$ cat src/rtl/clock_display.sv
// Six-digit multiplexed HH:MM:SS seven-segment driver with frame-coherent input snapshots,
// per-slot anti-ghosting blanking and a blinking colon on the dp segment.
module clock_display #(
    parameter int unsigned SCAN_DIV  = 50000,
    parameter int unsigned BLANK_CYC = 500
) (
    input  logic       clk,
    input  logic       rset,
    input  logic [7:0] sec,
    input  logic [7:0] min,
    input  logic [7:0] hour,
    output logic [7:0] seg,
    output logic [5:0] dig_sel
);

    localparam int unsigned   PW     = $clog2(SCAN_DIV);
    localparam logic [PW-1:0] PcLast = PW'(SCAN_DIV - 1);
    localparam logic [6:0]    Dash   = 7'b0111111;

    logic [PW-1:0] pc_q, pc_d;
    logic [2:0]    idx_q, idx_d;
    logic [7:0]    s_sec_q, s_sec_d;
    logic [7:0]    s_min_q, s_min_d;
    logic [7:0]    s_hour_q, s_hour_d;
    logic [7:0]    seg_q, seg_d;
    logic [5:0]    dig_sel_q, dig_sel_d;

    logic          pc_wrap;
    logic          frame_end;
    logic [7:0]    sec_bcd, min_bcd, hour_bcd;
    logic          sec_ok, min_ok, hour_ok;
    logic [3:0]    digit;
    logic          digit_ok;
    logic          dp_n;

    function automatic logic [6:0] glyph(input logic [3:0] d);
        logic [6:0] g;
        case (d)
            4'd0:    g = 7'b1000000;
            4'd1:    g = 7'b1111001;
            4'd2:    g = 7'b0100100;
            4'd3:    g = 7'b0110000;
            4'd4:    g = 7'b0011001;
            4'd5:    g = 7'b0010010;
            4'd6:    g = 7'b0000010;
            4'd7:    g = 7'b1111000;
            4'd8:    g = 7'b0000000;
            4'd9:    g = 7'b0010000;
            default: g = 7'b1111111;
        endcase
        return g;
    endfunction

    // Repeated compare/subtract; exact for 0..99, out-of-range fields are masked by the dash.
    function automatic logic [7:0] bcd_split(input logic [7:0] v);
        logic [7:0] rem;
        logic [3:0] tens;
        rem  = v;
        tens = 4'd0;
        for (int i = 0; i < 9; i++) begin
            if (rem >= 8'd10) begin
                rem  = rem - 8'd10;
                tens = tens + 4'd1;
            end
        end
        return {tens, rem[3:0]};
    endfunction

    assign pc_wrap   = (pc_q == PcLast);
    assign frame_end = pc_wrap && (idx_q == 3'd5);

    always_comb begin
        pc_d     = pc_wrap ? '0 : pc_q + 1'b1;
        idx_d    = idx_q;
        if (pc_wrap) begin
            idx_d = (idx_q == 3'd5) ? 3'd0 : idx_q + 3'd1;
        end
        s_sec_d  = frame_end ? sec  : s_sec_q;
        s_min_d  = frame_end ? min  : s_min_q;
        s_hour_d = frame_end ? hour : s_hour_q;
    end

    assign sec_bcd  = bcd_split(s_sec_q);
    assign min_bcd  = bcd_split(s_min_q);
    assign hour_bcd = bcd_split(s_hour_q);
    assign sec_ok   = (s_sec_q  <= 8'd59);
    assign min_ok   = (s_min_q  <= 8'd59);
    assign hour_ok  = (s_hour_q <= 8'd23);

    always_comb begin
        digit    = 4'd0;
        digit_ok = 1'b1;
        case (idx_q)
            3'd0:    begin digit = sec_bcd[3:0];  digit_ok = sec_ok;  end
            3'd1:    begin digit = sec_bcd[7:4];  digit_ok = sec_ok;  end
            3'd2:    begin digit = min_bcd[3:0];  digit_ok = min_ok;  end
            3'd3:    begin digit = min_bcd[7:4];  digit_ok = min_ok;  end
            3'd4:    begin digit = hour_bcd[3:0]; digit_ok = hour_ok; end
            3'd5:    begin digit = hour_bcd[7:4]; digit_ok = hour_ok; end
            default: ;
        endcase
    end

    // Colon dots sit on the minute-ones and hour-ones digits and blink with the seconds LSB.
    assign dp_n = ~(((idx_q == 3'd2) || (idx_q == 3'd4)) && !s_sec_q[0]);

    always_comb begin
        seg_d     = {dp_n, digit_ok ? glyph(digit) : Dash};
        dig_sel_d = 6'b111111;
        if (32'(pc_q) >= BLANK_CYC) begin
            dig_sel_d[idx_q] = 1'b0;
        end
    end

    always_ff @(posedge clk) begin
        if (rset) begin
            pc_q      <= '0;
            idx_q     <= 3'd0;
            s_sec_q   <= 8'd0;
            s_min_q   <= 8'd0;
            s_hour_q  <= 8'd0;
            seg_q     <= 8'hFF;
            dig_sel_q <= 6'b111111;
        end else begin
            pc_q      <= pc_d;
            idx_q     <= idx_d;
            s_sec_q   <= s_sec_d;
            s_min_q   <= s_min_d;
            s_hour_q  <= s_hour_d;
            seg_q     <= seg_d;
            dig_sel_q <= dig_sel_d;
        end
    end

    assign seg     = seg_q;
    assign dig_sel = dig_sel_q;

endmodule

$ cat config.mk
export PLATFORM = sky130hd
export DESIGN_NAME = clock_display
export DESIGN_NICKNAME = d
export VERILOG_FILES = /design/src/rtl/clock_display.sv
export SDC_FILE = /design/constraint.sdc
export NUM_CORES = 1
export LEC_CHECK = 0
export CORE_MARGIN = 2
export CORE_UTILIZATION = 58
export DETAILED_ROUTE_END_ITERATION = 12
export PLACE_DENSITY_LB_ADDON = 0.15
export SETUP_SLACK_MARGIN = 0.2
export SKIP_LAST_GASP = 1
export SLEW_MARGIN = 20
export SYNTH_ARGS = -nofsm -noshare
export SYNTH_HDL_FRONTEND = slang
export SYNTH_SLANG_ARGS = --single-unit
$ cat constraint.sdc
create_clock -name clk -period 13 [get_ports clk]
set_clock_uncertainty 0.1 [all_clocks]
set_input_delay 2.6 -clock clk [delete_from_list [all_inputs] [get_ports clk]]
set_output_delay 2.6 -clock clk [all_outputs]
set_load 0.01 [all_outputs]
Yosys cells after proc, flatten, opt, wreduce, memory -nomap -nowiden

Memory sizes are Yosys's and may differ from the RTL's.
Index checks and enable logic that the tools add are counted.

Register bits: 57
Bits in read-only memories: 112
Bits of input ports: 26
Output and inout bits: 14
Logic and storage cells: 177
Memories: 1

Add/sub/neg operators: 53
Order comparisons: 33
Eq/ne operators: 6
Muxes and demuxes: 60
Bitwise gates (word level): 4
Reductions and logical operators: 12

Memories:

| memory          | words | width | read ports | clocked after memory_dff | write ports | line | source |
|---|---|---|---|---|---|---|---|
| (no name shown) | 16    | 7     | 1          | 0                        | 0           | 38   | `case (d)` |

Operators with widths:

| kind                                                       | number |
|---|---|
| >= comparator 8 x 4 -> 1 bit, second input constant        | 27 |
| 2-to-1 mux 8 bit                                           | 24 |
| subtractor 8 x 4 -> 8 bit, second input constant           | 24 |
| 2-to-1 mux 4 bit                                           | 27 |
| adder 4 x 1 -> 4 bit, second input constant                | 24 |
| one-hot mux 4 bit (6 select lines)                         | 1 |
| adder 16 x 1 -> 16 bit, second input constant              | 1 |
| == test 16 bit, second input constant                      | 1 |
| >= comparator 16 x 9 -> 1 bit, second input constant       | 1 |
| <= comparator 8 x 6 -> 1 bit, second input constant        | 2 |
| OR reduction 2 bit                                         | 6 |
| subtractor 4 bit, second input constant                    | 3 |
| <= comparator 8 x 5 -> 1 bit, second input constant        | 1 |
| 2-to-1 mux 7 bit                                           | 1 |
| == test 3 x 2 -> 1 bit, second input constant              | 2 |
| == test 3 bit, second input constant                       | 2 |
| NOT 6 bit                                                  | 1 |
| less-than comparator 3 x 4 -> 1 bit, second input constant | 1 |
| 2-to-1 mux 1 bit                                           | 4 |
| adder 3 x 1 -> 3 bit, second input constant                | 1 |
| demux 1 bit (select 3 bit)                                 | 1 |
| == test 3 x 1 -> 1 bit, second input constant              | 1 |
| >= comparator 3 x 1 -> 1 bit, second input constant        | 1 |
| logical AND 1 bit                                          | 3 |
| 6 further kinds                                            | 8 |

Logic depth before layout (Yosys ltp)

An unclocked memory read counts as a cell.

Depth after elaboration: 21
Mapped depth: 74
Gate-level depth less buffers: 70

Worst setup path after synthesis

Ideal clock, no wire load.

Kind: register -> register
Start: reg s_min_q[2]
End: reg seg_q[4], in the netlist seg[4]
Library setup time: 124 ps
Arrival: 13019 ps
Required time: 12776 ps
Setup slack: -243 ps
Cell stages (with the launch flop): 66
Path buffers: 3
Cells stage by stage: dfxtp_1 inv_1 ha_1 nor2b_1 o21ai_0 nand2_1 nand2_1 o21ai_0 ha_1 nor2b_1 o21ai_1 nand4_2 a21oi_1 ha_1 o2111ai_1 nor3_1 o221ai_1 o211ai_1 [... 30 more ...] ha_1 o311ai_1 nor3_1 or2_1 a2111oi_4 clkbuf_1 xor2_1 ha_1 or3b_2 a31o_2 a221o_1 and3_1 o21a_1 o21a_1 a211o_2 nor3_4 mux2_1 a2111o_1

Longest elaborated chain between the ends: 20
Elaborated cells between the ends (all ways): 50
Those cells by class: add/sub (17); order compare (10); mux (20); bitwise (1); reduce/logical (1); memory (1)

Ends and longest elaborated chain:

| element                                                                   | line   | source |
|---|---|---|
| start: declaration                                                        | 23     | `logic [7:0] s_min_q, s_min_d;` |
| start signal: assignment                                                  | 128    | `s_min_q <= s_min_d;` |
| subtractor 8 x 4 -> 8 bit or >= comparator 8 x 4 -> 1 bit (tied branches) | 62, 61 |  |
| 2-to-1 mux 8 bit or 2-to-1 mux 1 bit (tied branches)                      | 61     | `if (rem >= 8'd10) begin` |
| subtractor 8 x 4 -> 8 bit (tied with other cells)                         | 62     | `rem = rem - 8'd10;` |
| 2-to-1 mux 8 bit or 2-to-1 mux 4 bit (tied branches)                      | 61     |  |
| subtractor 8 x 4 -> 8 bit (tied with other cells)                         | 62     |  |
| 2-to-1 mux 8 bit or 2-to-1 mux 4 bit (tied branches)                      | 61     |  |
| subtractor 8 x 4 -> 8 bit (tied with other cells)                         | 62     |  |
| 2-to-1 mux 8 bit or 2-to-1 mux 4 bit (tied branches)                      | 61     |  |
| [... 4 more ...]                                                          | n/a    |  |
| subtractor 8 x 4 -> 8 bit (tied with other cells)                         | 62     |  |
| 2-to-1 mux 8 bit or 2-to-1 mux 4 bit (tied branches)                      | 61     |  |
| subtractor 8 x 4 -> 8 bit (tied with other cells)                         | 62     |  |
| 2-to-1 mux 8 bit or 2-to-1 mux 4 bit (tied branches)                      | 61     |  |
| >= comparator 8 x 4 -> 1 bit (tied with other cells)                      | 61     |  |
| 2-to-1 mux 4 bit                                                          | 61     |  |
| one-hot mux 4 bit (6 select lines)                                        | 93     | `case (idx_q)` |
| memory (16 x 7 bit)                                                       | n/a    |  |
| end signal: assignment                                                    | 130    | `seg_q <= seg_d;` |
| end: declaration                                                          | 25     | `logic [7:0] seg_q, seg_d;` |

Several ways; a longest one is shown, not always the timed one.
A chain may end at the register's enable or synchronous reset.

Worst setup path after layout

Start: reg s_hour_q[1]
End: reg seg_q[5], in the netlist seg[5]

Longest elaborated chain between the ends: 20
Elaborated cells between the ends (all ways): 50
Those cells by class: add/sub (17); order compare (10); mux (20); bitwise (1); reduce/logical (1); memory (1)

Ends and longest elaborated chain:

| element                                                                   | line   | source |
|---|---|---|
| start: declaration                                                        | 24     | `logic [7:0] s_hour_q, s_hour_d;` |
| start signal: assignment                                                  | 129    | `s_hour_q <= s_hour_d;` |
| subtractor 8 x 4 -> 8 bit or >= comparator 8 x 4 -> 1 bit (tied branches) | 62, 61 |  |
| 2-to-1 mux 8 bit or 2-to-1 mux 1 bit (tied branches)                      | 61     |  |
| subtractor 8 x 4 -> 8 bit (tied with other cells)                         | 62     |  |
| 2-to-1 mux 8 bit or 2-to-1 mux 4 bit (tied branches)                      | 61     |  |
| subtractor 8 x 4 -> 8 bit (tied with other cells)                         | 62     |  |
| 2-to-1 mux 8 bit or 2-to-1 mux 4 bit (tied branches)                      | 61     |  |
| subtractor 8 x 4 -> 8 bit (tied with other cells)                         | 62     |  |
| 2-to-1 mux 8 bit or 2-to-1 mux 4 bit (tied branches)                      | 61     |  |
| [... 4 more ...]                                                          | n/a    |  |
| subtractor 8 x 4 -> 8 bit (tied with other cells)                         | 62     |  |
| 2-to-1 mux 8 bit or 2-to-1 mux 4 bit (tied branches)                      | 61     |  |
| subtractor 8 x 4 -> 8 bit (tied with other cells)                         | 62     |  |
| 2-to-1 mux 8 bit or 2-to-1 mux 4 bit (tied branches)                      | 61     |  |
| >= comparator 8 x 4 -> 1 bit (tied with other cells)                      | 61     |  |
| 2-to-1 mux 4 bit                                                          | 61     |  |
| one-hot mux 4 bit (6 select lines)                                        | 93     |  |
| memory (16 x 7 bit)                                                       | n/a    |  |

Several ways; a longest one is shown, not always the timed one.

==> flow_summary.json <==
{
  "first_iter_violations": 1082,
  "via_count_of_the_first_global_routing_pass": 11722,
  "grt_usage": 0.300,
  "final_net_count": 1857,
  "cts_tree": "yes",
  "max-vdd-ir-drop_mv": 0.0897,
  "netSwitchingPower_mw": 0.104,
  "critical_path_buf_inv_count": 9,
  "placementRows": 51,
  "timing.critical_path.mode_cell": "ha_2",
  "syn-instance-count": 1593,
  "syn-mean-instance-area_um2": 7.33,
  "pwr_density_cell_nw_per_um2": 32.8,
  "wire_per_inst_um": 18.1,
  "run_status": "completed",
  "leakage_nw": 6.04,
  "grt_overflow_total": 0,
  "start_util": 0.596,
  "via_count": 13417,
  "clockPowerShare": 0.596,
  "floorplan.die_area_um2": 21300,
  "post-route-period-util": 0.984,
  "crit_family": "compound AO/OA/AOI/OAI gates",
  "timing.critical_path.arrival_ps": 12960,
  "p_seq_frac": 0.370,
  "internal_power_mw": 0.376,
  "syn-num-nets": 1688,
  "flip_flop_cell_with_the_highest_count_after_synthesis": "dfxtp_1",
  "timing.critical_path.to_type": "register",
  "yosysMostFrequentCell": "nand2_1",
  "total_clock_sinks": 57,
  "period_minus_slack_ps": 12790,
  "detailed_placer_s_ending_hpwl_mm": 25.4,
  "num_io_pins": 40,
  "synth_edf_count": 0,
  "final-setup-viol-count": 0,
  "cts_buffer_depth": 2,
  "buffer_ports.inserted": 39,
  "synth.cells.most_frequent": "176 x nand2_1, 112 x nor2_1, 94 x a21oi_1, 76 x o21ai_0, 73 x inv_1",
  "swShare": 0.217,
  "combPwrFrac": 0.034,
  "antenna_found_initial": 0,
  "drt_pre_antenna_iters": 5,
  "cts.root.buffer_cell": "clkbuf_16",
  "gp_routability_congestion": 0.944,
  "timing.final.max_slew_violations": 0,
  "count_of_cell_types_in_the_netlist": 135,
  "core_area_um2": 19600,
  "timing.critical_path.fanout_max": 5,
  "grt_start_max_net_pins": 34,
  "synth_sequential_area_ratio": 0.0977,
  "grt_pass1_wl_mm": 55.7,
  "tightestPinTransition_ps": 1100,
  "drtAntennaViolNets": 0,
  "cts_max_level": 3,
  "number_of_max_cap_violations": 0,
  "ys_top_cells_by_area": "dfxtp_1 9.8%, ha_1 7.4%, nand2_1 5.7%",
  "cts_hold_buf": 0,
  "detailed_route_drc_error_count": 0,
  "areaGrowthSynthToFinish_pct": 25.4,
  "final-hold-violation-count": 0,
  "relSlewSlack": 0.265,
  "synth_async_sr_flop_share": 0,
  "diodes": 0,
  "netlist.top_cell.by_area": "dfxtp_1",
  "chipHeight_um": 146,
  "drive_gt1_frac": 0.252,
  "critPathMaxStageDelay_ps": 460,
  "criticalPathCategory": "reg2reg",
  "cts-buffers-inserted": 9,
  "fmax_ghz": 0.0782,
  "slowest_stage": "a222oi_1",
  "worstHoldPathType": "reg2reg",
  "crit_required_ps": 13170,
  "ffs_latches_synth": 57,
  "setup_total_negative_slack_ps": 0,
  "finalWirelength_mm": 36.8,
  "grt_setup_unrepaired": "true",
  "totalPowerFinal_mw": 0.480,
  "drt-vias-per-instance": 6.60,
  "clkTransAtPathRegs_ps": 60,
  "synth_largest_type_area_fraction": 0.0977,
  "timing.critical_path.from_type": "register",
  "clk-insertion-delay-late_ps": 340,
  "yosys_synthesis_warning_count": 0,
  "die_w_um": 146,
  "syn-cell-area_um2": 11700
}
stage by stage:
| step | hold slack [ps] | instances | worst slack [ps] | utilization | cell area, µm² |
|---|---|---|---|---|---|
| after floorplan | 330 | 1593 | 237 | - | 11700 |
| after global placement | 350 | 1922 | -478 | 0.653 | 12800 |
| after detailed placement | 372 | 1922 | -711 | 0.653 | 12800 |
| after CTS | 384 | 1963 | 189 | 0.692 | 13500 |
| after global routing | 402 | 2032 | -387 | 0.747 | 14600 |
| final | 378 | 2032 | 211 | 0.747 | 14600 |
final cells by class:
cell class,instances,area [µm²]
Clock buffer,9,225
Clock inverter,7,125
Fill cell,1455,4950
Inverter,77,303
Multi-Input combinational cell,1402,10800
Sequential cell,57,1150
Tap cell,265,332
Timing Repair Buffer,215,1720
worst paths after layout:
path | depth (start not counted) | slack (ps) | start | endpoint
worst max-delay path | 64 | 210 | s_hour_q[1] | seg[5]
worst min-delay path | 1 | 380 | pc_q[0] | pc_q[0]
worst max register to register | 64 | 210 | s_hour_q[1] | seg[5]
worst min register to register | 1 | 380 | pc_q[0] | pc_q[0]
cell usage in the layout, fill, tap and decap left out, types with 10 or more instances in the layout:
cell,count
a21oi_2,10
inv_1,67
nand3b_1,10
o21ai_2,14
mux2_2,14
or3_1,14
buf_4,174
nor3_1,48
xnor2_1,63
nand4_1,10
and3_1,23
and2_1,24
o21ai_0,64
nand2b_1,21
a211oi_1,12
nor2b_1,20
a21oi_1,84
a21o_1,10
o211ai_1,23
nand2_1,166
or2_1,10
o31ai_1,15
ha_1,57
nor2_1,104
dfxtp_1,54
nor3_2,10
a31oi_1,23
o22ai_1,12
xor2_1,35
o21a_1,21
clkdlybuf4s50_1,39
nand3_1,54
o21ai_1,22
mux2i_1,27
nor4_1,13
power groups by stage:
stage / Sequential (mW) / Combinational [mW] / Clock [mW]
after global routing: 0.177 / 0.0175 / 0.293
after global placement: 0.182 / 0.0162 / 0
final: 0.177 / 0.0164 / 0.286
after CTS: 0.178 / 0.0165 / 0.287
after detailed placement: 0.181 / 0.0164 / 0
after floorplan: 0.182 / 0.00442 / 0
worst register-to-register path: cells and delay by family (launching register included):
kind / cells / cell delay (ps)
compound gates: 21 / 5030
simple gates: 19 / 3280
fa+ha+maj: 9 / 1760
buf+inv: 9 / 920
mux: 3 / 750
xor+xnor: 3 / 510
flops: 1 / 340
registers in the layout, indices dropped and copies added (netlist names):
name / flops
s_hour_q: 8
s_min_q: 8
pc_q: 16
idx_q: 3
dig_sel: 6
seg: 8
s_sec_q: 8
cells by family (layout without fill, tap and decap cells):
| group | Yosys count | in the layout | synth area share |
|---|---|---|---|
| xor gates and xnor gates | 111 | 111 | 0.0864 |
| and+or+nand+nor | 660 | 660 | 0.309 |
| AOI/OAI and AO/OA | 511 | 511 | 0.337 |
| adders and majority gates | 69 | 69 | 0.0739 |
| buffers and inverters | 134 | 308 | 0.0487 |
| DFF | 57 | 57 | 0.0977 |
| muxes | 51 | 51 | 0.0468 |
repair_timing:
action / 4_1_cts / 5_1_grt
resized for setup: 49 / 132
endpoints found under the setup margin: 7 / 7
setup buffers: 25 / 69
pin swaps: 25 / 78
cloned: 0 / 0
metal layers:
layer / vias up / share of wire / GRT usage
met1: 6289 / 0.43 / 0.403
met3: 130 / 0.058 / 0.0301
met2: 614 / 0.47 / 0.509
met4: 0 / 0.035 / 0.0907
met5: - / 0 / 0
li1: 6384 / - / -
No activity file was read; power rests on OpenSTA's default activity.
